**src/rtl/ifu_fetch_buffer_pkg.sv**
```systemverilog
`default_nettype none
// ifu_fetch_buffer_pkg -- shared defaults and fetch-entry layout for the fetch stage. Rev 1.0
package ifu_fetch_buffer_pkg;

  localparam int DEF_ADDR_W = 64;
  localparam int DEF_INS_W  = 32;

  localparam logic [DEF_ADDR_W-1:0] DEF_START_ADDR = 64'h8000_0000;
  localparam logic [DEF_INS_W-1:0]  DEF_NOP_INS    = 32'h0000_0013;

  typedef struct packed {
    logic [DEF_ADDR_W-1:0] pc;
    logic [DEF_INS_W-1:0]  ins;
    logic                  filled;
  } fetch_entry_t;

endpackage
`default_nettype wire

```
**src/rtl/ifu_entry_ram.sv**
```systemverilog
`default_nettype none
// ifu_entry_ram -- DEPTH-entry pc/instruction store with alloc-write, fill-write and head-read ports. Rev 1.0
module ifu_entry_ram #(
  parameter int DEPTH  = 4,
  parameter int ADDR_W = 64,
  parameter int INS_W  = 32,
  localparam int IDX_W = $clog2(DEPTH)
) (
  input  logic              clk,
  input  logic              reset,
  input  logic              alloc_en,
  input  logic [IDX_W-1:0]  alloc_idx,
  input  logic [ADDR_W-1:0] alloc_pc,
  input  logic              fill_en,
  input  logic [IDX_W-1:0]  fill_idx,
  input  logic [INS_W-1:0]  fill_ins,
  input  logic [IDX_W-1:0]  head_idx,
  output logic [ADDR_W-1:0] head_pc,
  output logic [INS_W-1:0]  head_ins,
  output logic              head_filled
);

  logic [ADDR_W-1:0] pc_mem  [DEPTH];
  logic [INS_W-1:0]  ins_mem [DEPTH];
  logic [DEPTH-1:0]  filled;

  // Alloc and fill never target the same slot in one cycle: that would need DEPTH in flight and a non-full buffer.
  always_ff @(posedge clk) begin
    if (reset) begin
      filled <= '0;
    end else begin
      if (alloc_en) filled[alloc_idx] <= 1'b0;
      if (fill_en)  filled[fill_idx]  <= 1'b1;
    end
  end

  always_ff @(posedge clk) begin
    if (alloc_en) pc_mem[alloc_idx] <= alloc_pc;
    if (fill_en)  ins_mem[fill_idx] <= fill_ins;
  end

  assign head_pc     = pc_mem[head_idx];
  assign head_ins    = ins_mem[head_idx];
  assign head_filled = filled[head_idx];

endmodule
`default_nettype wire

```
**src/rtl/ifu_fetch_buffer.sv**
```systemverilog
`default_nettype none
// ifu_fetch_buffer -- PC-owning fetch stage: multiple outstanding imem requests, in-order buffer,
// redirect with stale-response dropping and NOP bubble injection. Rev 1.0
module ifu_fetch_buffer
  import ifu_fetch_buffer_pkg::*;
#(
  parameter int                ADDR_W     = DEF_ADDR_W,
  parameter int                INS_W      = DEF_INS_W,
  parameter int                DEPTH      = 4,
  parameter int                N_BUBBLE   = 3,
  parameter logic [ADDR_W-1:0] START_ADDR = DEF_START_ADDR,
  parameter logic [INS_W-1:0]  NOP_INS    = DEF_NOP_INS
) (
  input  logic                clk,
  input  logic                reset,
  input  logic                redirect_valid,
  input  logic [ADDR_W-1:0]   redirect_pc,
  input  logic [N_BUBBLE-1:0] bubble,
  output logic                imem_req_valid,
  input  logic                imem_req_ready,
  output logic [ADDR_W-1:0]   imem_req_addr,
  input  logic                imem_rsp_valid,
  input  logic [INS_W-1:0]    imem_rsp_data,
  output logic                out_valid,
  input  logic                out_ready,
  output logic [ADDR_W-1:0]   out_pc,
  output logic [INS_W-1:0]    out_ins,
  output logic [ADDR_W-1:0]   out_snpc
);

  localparam int IDX_W  = $clog2(DEPTH);
  localparam int PTR_W  = IDX_W + 1;
  // Stale responses can pile up across back-to-back redirects, so the drop counter gets headroom.
  localparam int DROP_W = PTR_W + 4;

  logic [PTR_W-1:0]  alloc_ptr, fill_ptr, head_ptr;
  logic [ADDR_W-1:0] fetch_pc;
  logic [DROP_W-1:0] drop_cnt;

  logic [PTR_W-1:0]  occupancy, outstanding;
  logic              full, empty;
  logic              req_fire, rsp_drop, rsp_fill, bubble_any, pop;
  logic [ADDR_W-1:0] head_pc;
  logic [INS_W-1:0]  head_ins;
  logic              head_filled;

  assign occupancy   = alloc_ptr - head_ptr;
  assign outstanding = alloc_ptr - fill_ptr;
  assign full        = (occupancy == PTR_W'(DEPTH));
  assign empty       = (alloc_ptr == head_ptr);
  assign bubble_any  = |bubble;

  assign imem_req_valid = !full && !redirect_valid && !reset;
  assign imem_req_addr  = fetch_pc;
  assign req_fire       = imem_req_valid && imem_req_ready;

  assign rsp_drop = imem_rsp_valid && (drop_cnt != '0) && !redirect_valid;
  assign rsp_fill = imem_rsp_valid && (drop_cnt == '0) && !redirect_valid;
  assign pop      = out_valid && out_ready && !bubble_any && !redirect_valid;

  always_comb begin
    out_valid = (!empty && head_filled) || bubble_any;
    out_pc    = head_pc;
    out_ins   = head_ins;
    if (bubble_any) begin
      out_ins = NOP_INS;
      if (empty) out_pc = fetch_pc;
    end
  end

  assign out_snpc = out_pc + ADDR_W'(4);

  always_ff @(posedge clk) begin
    if (reset) begin
      alloc_ptr <= '0;
      fill_ptr  <= '0;
      head_ptr  <= '0;
      fetch_pc  <= START_ADDR;
      drop_cnt  <= '0;
    end else if (redirect_valid) begin
      // Everything still owed by memory becomes stale; a response arriving right now is already accounted for.
      alloc_ptr <= '0;
      fill_ptr  <= '0;
      head_ptr  <= '0;
      fetch_pc  <= redirect_pc;
      drop_cnt  <= drop_cnt + DROP_W'(outstanding) - DROP_W'(imem_rsp_valid);
    end else begin
      if (req_fire) begin
        alloc_ptr <= alloc_ptr + PTR_W'(1);
        fetch_pc  <= fetch_pc + ADDR_W'(4);
      end
      if (rsp_drop) drop_cnt <= drop_cnt - DROP_W'(1);
      if (rsp_fill) fill_ptr <= fill_ptr + PTR_W'(1);
      if (pop)      head_ptr <= head_ptr + PTR_W'(1);
    end
  end

  ifu_entry_ram #(
    .DEPTH  (DEPTH),
    .ADDR_W (ADDR_W),
    .INS_W  (INS_W)
  ) u_entry_ram (
    .clk         (clk),
    .reset       (reset),
    .alloc_en    (req_fire),
    .alloc_idx   (alloc_ptr[IDX_W-1:0]),
    .alloc_pc    (fetch_pc),
    .fill_en     (rsp_fill),
    .fill_idx    (fill_ptr[IDX_W-1:0]),
    .fill_ins    (imem_rsp_data),
    .head_idx    (head_ptr[IDX_W-1:0]),
    .head_pc     (head_pc),
    .head_ins    (head_ins),
    .head_filled (head_filled)
  );

endmodule
`default_nettype wire

```
**config.mk**
```make
export PLATFORM = sky130hd
export DESIGN_NAME = ifu_fetch_buffer
export DESIGN_NICKNAME = d
export VERILOG_FILES = /design/src/rtl/ifu_fetch_buffer_pkg.sv /design/src/rtl/ifu_entry_ram.sv /design/src/rtl/ifu_fetch_buffer.sv
export SDC_FILE = /design/constraint.sdc
export NUM_CORES = 1
export LEC_CHECK = 0
export ABC_CLOCK_PERIOD_IN_PS = 17200
export BUFFER_PORTS_ARGS = -buffer_cell sky130_fd_sc_hd__buf_2
export CAP_MARGIN = 40
export CORE_ASPECT_RATIO = 1.1
export CORE_MARGIN = 2
export CORE_UTILIZATION = 52
export CTS_CLUSTER_DIAMETER = 40
export DETAILED_ROUTE_END_ITERATION = 8
export PLACE_DENSITY = 0.74
export SKIP_LAST_GASP = 1
export SYNTH_ARGS = -nofsm -noshare
export SYNTH_HDL_FRONTEND = slang
export SYNTH_HIERARCHICAL = 1
export SYNTH_SLANG_ARGS = --single-unit
```
**constraint.sdc**
```tcl
create_clock -name clk -period 17.2 [get_ports clk]
set_input_delay 1.72 -clock clk [delete_from_list [all_inputs] [get_ports clk]]
set_output_delay 1.72 -clock clk [all_outputs]
set_load 0.01 [all_outputs]
```
==> metrics.md <==
| Metric | Value |
|---|---|
| Status | `finished clean` |
| Antenna viol nets, final | `0` |
| Pins Over Slew Limit | `0` |
| FF+latch count, synth | `468` |
| Startpoint class of the critical path | `input pin` |
| DRC violations left | `0` |
| Final setup TNS | `0 ns` |
| First-pass DRT Iterations | `6` |
| Fin. Hold Viols | `0` |
| Syn. warnings | `6` |
| CP Buf/Inv Count | `5` |
| # Post-CTS Setup Buffers | `0` |
| Post-Syn Nets | `1938` |
| Power Density | `105.9 nW/µm²` |
| Synth top cells by count | `384 x edfxtp_1, 309 x nand2_1, 130 x nor2_1` |
| DR iter-0 viols | `1676` |
| Vias in the first global route | `16560` |
| Ports | `331` |
| Post-DP HPWL | `43640 µm` |
| Critical path's top delay family | `buffers and inverters` |
| Final period util | `0.4246` |
| Starting Density | `0.5271` |
| Max incr delay on CP | `0.67 ns` |
| Final setup margin | `9.897 ns` |
| RePlAce Congestion | `0.9300` |
| Pre-CTS WS | `9.954 ns` |
| Longest Clk Path Bufs | `3` |
| WL/cell | `23.51 µm` |
| Die X | `201.7 µm` |
| Yosys top cell by area | `edfxtp_1` |
| Overflow after GRT | `0` |
| Ys flop type | `edfxtp_1` |
| Most frequent cell after synthesis | `edfxtp_1` |
| Area grow syn2layout | `19.62%` |
| Global-route wire length before repair | `98370 µm` |
| Asr flop ratio synth | `0` |
| Port bufs | `330` |
| Critical path class | `in2out` |
| Initial antenna violation count | `3` |
| Synth area leaders | `edfxtp_1 52%, mux4_2 9.8%, dfxtp_1 7.5%` |
| Wirelength, routed | `64590 µm` |
| Cells after synthesis | `1810` |
| Clock Skews | `0.02266 ns` |
| DIE HEIGHT | `221.5 µm` |
| Largest net degree at the start of global routing | `68` |
| Maximum clock rate | `136.9 MHz` |
| Worst Hold Class | `reg2reg` |
| Max-Cap Viols | `0` |
| Synth Area per Inst | `12.35 µm²` |
| Tmin final | `7.303 ns` |
| Final Net Count | `2257` |
| Seq/Total Area, Yosys | `0.5911` |
| CP Max Fanout | `67` |
| TritonCTS clock tree | `built` |
| Core ar. | `42400 µm²` |
| Clk sink count | `468` |
| Root Driver | `clkbuf_16` |
| Total CTS buffers | `59` |
| Number of synthesized flops with an enable pin | `384` |
| Netlist cell types | `74` |
| Hold_buf cts | `0` |
| RSZ-0062 raised after global routing | `no` |
| Endpoints failing setup | `0` |
| Cell Rows | `79` |
| Worst-path clk slew | `0.06 ns` |
| Critical Path End Type | `primary output` |
| Layout cells sized above 1 | `0.2804` |
| WP data required | `15.48 ns` |
| Pleak | `9.824 nW` |
| Total Die Area | `44660 µm²` |
| GRT Resource Usage Total | `0.2859` |
| Routed vias | `16930` |
| CP arrival | `5.58 ns` |
| Worst path slowest cell | `a2111oi_2` |
| Mapped Area | `22350 µm²` |
| Rel. slew slack | `0.4006` |
| Post_cts resized | `0` |
| Worst-skew pair later-pin latency | `0.62 ns` |
| H-tree Lvls | `2` |
| DR vias/cell | `6.160` |
| Worst IR drop on VDD | `0.0001013 V` |
| Worst-path cell chain | `buf_2 > nor3_4 > buf_4 > or3_4 > buf_4 > buf_16 > mux2i_1 > a2111oi_2 > nand2_1 > nor3_1 > xor2_1 > buf_2` |
| Worst Tran Pin Value | `0.8875 ns` |
| Top cell type's share of synthesized area | `0.5159` |
==> stage by stage <==
stage | instance area [µm²] | utilization | hold slack, ns | total power [W] | cells
2_1_floorplan | 22350 | - | 0.4393 | 0.001503 | 1810
3_3_place_gp | 24430 | 0.5760 | 0.4575 | 0.001605 | 2622
5_1_grt | 26730 | 0.6304 | 0.5104 | 0.002931 | 2746
4_1_cts | 26730 | 0.6304 | 0.4764 | 0.002849 | 2746
3_5_place_dp | 24720 | 0.5830 | 0.4620 | 0.001620 | 2635
6_report | 26740 | 0.6306 | 0.4826 | 0.002833 | 2748
==> logic make-up after synthesis <==
group                    Yosys count  share of synthesized area
AND/OR/NAND/NOR                  734                     0.1548
flip-flops                       468                     0.5911
AO/OA/AOI/OAI                    222                    0.06309
buffers and inverters            142                    0.02866
multiplexers                     129                     0.1128
XOR/XNOR                          92                    0.03605
adder cells (fa/ha/maj)           23                    0.01355
==> area by class of cell <==
type                       instances  area (µm²)
antenna                            2       5.005
clock buffer                      65        1529
clock inverter                    46       480.5
fill                            3198       15670
inverter                          35       131.4
multi-input combinational       1200        8543
sequential                       468       13220
tap                              567       709.4
timing repair buffer             365        2120
==> layout by cell type (no fill, tap or decap), types with 43 or more instances in the layout <==
master,instances
nand4_1,43
nor3_1,54
buf_2,328
a21oi_1,75
xnor2_1,60
mux4_2,97
clkbuf_16,59
dfxtp_1,82
o21ai_0,51
nand2_1,309
nor2_1,128
nand3_1,51
edfxtp_1,384
==> power breakdown <==
| group | switching [W] | total, W | internal [W] | leakage (nW) |
|---|---|---|---|---|
| Sequential | 0.0000429 | 0.00130 | 0.00126 | 4.18 |
| Combinational | 0.000174 | 0.000301 | 0.000127 | 4.66 |
| Clock | 0.000532 | 0.00123 | 0.000700 | 0.986 |
| Total | 0.000749 | 0.00283 | 0.00208 | 9.82 |
==> final timing paths <==
path / from / to / slack, ns / cells past startpoint
setup reg to reg: head_ptr[1]$_SDFFE_PP0P_ / u_entry_ram/pc_mem[1][38]$_DFFE_PP_ / 13.65 / 10
setup / recovery: bubble[1] / out_snpc[56] / 9.90 / 12
hold reg to reg: u_entry_ram/filled[2]$_SDFF_PP0_ / u_entry_ram/filled[2]$_SDFF_PP0_ / 0.48 / 2
hold / removal: u_entry_ram/filled[2]$_SDFF_PP0_ / u_entry_ram/filled[2]$_SDFF_PP0_ / 0.48 / 2
==> routing by layer <==
layer | global-route usage | vias up | wire (µm)
met1 | 0.3652 | 8278 | 24060
met5 | 0 | - | 26
li1 | - | 7446 | -
met2 | 0.4651 | 999 | 31170
met4 | 0.1248 | 4 | 2739
met3 | 0.07143 | 200 | 6598
==> registers in the layout, indices dropped and copies added, names as in the netlist <==
| signal | cells |
|---|---|
| drop_cnt | 7 |
| u_entry_ram/pc_mem | 256 |
| u_entry_ram/ins_mem | 128 |
| alloc_ptr | 3 |
| imem_req_addr | 64 |
| fill_ptr | 3 |
| head_ptr | 3 |
| u_entry_ram/filled | 4 |
==> worst register-to-register path: stages (launching register included) <==
cell and delay, ns:
dfxtp_4 0.65, inv_1 0.10, ha_1 0.19, nor2b_1 0.15, xnor2_1 0.21, o211ai_4 0.10
inv_1 0.49, buf_4 0.36, and3b_2 0.43, buf_4 0.20, buf_16 0.31
Note: power is estimated with default switching activity, not from simulation.
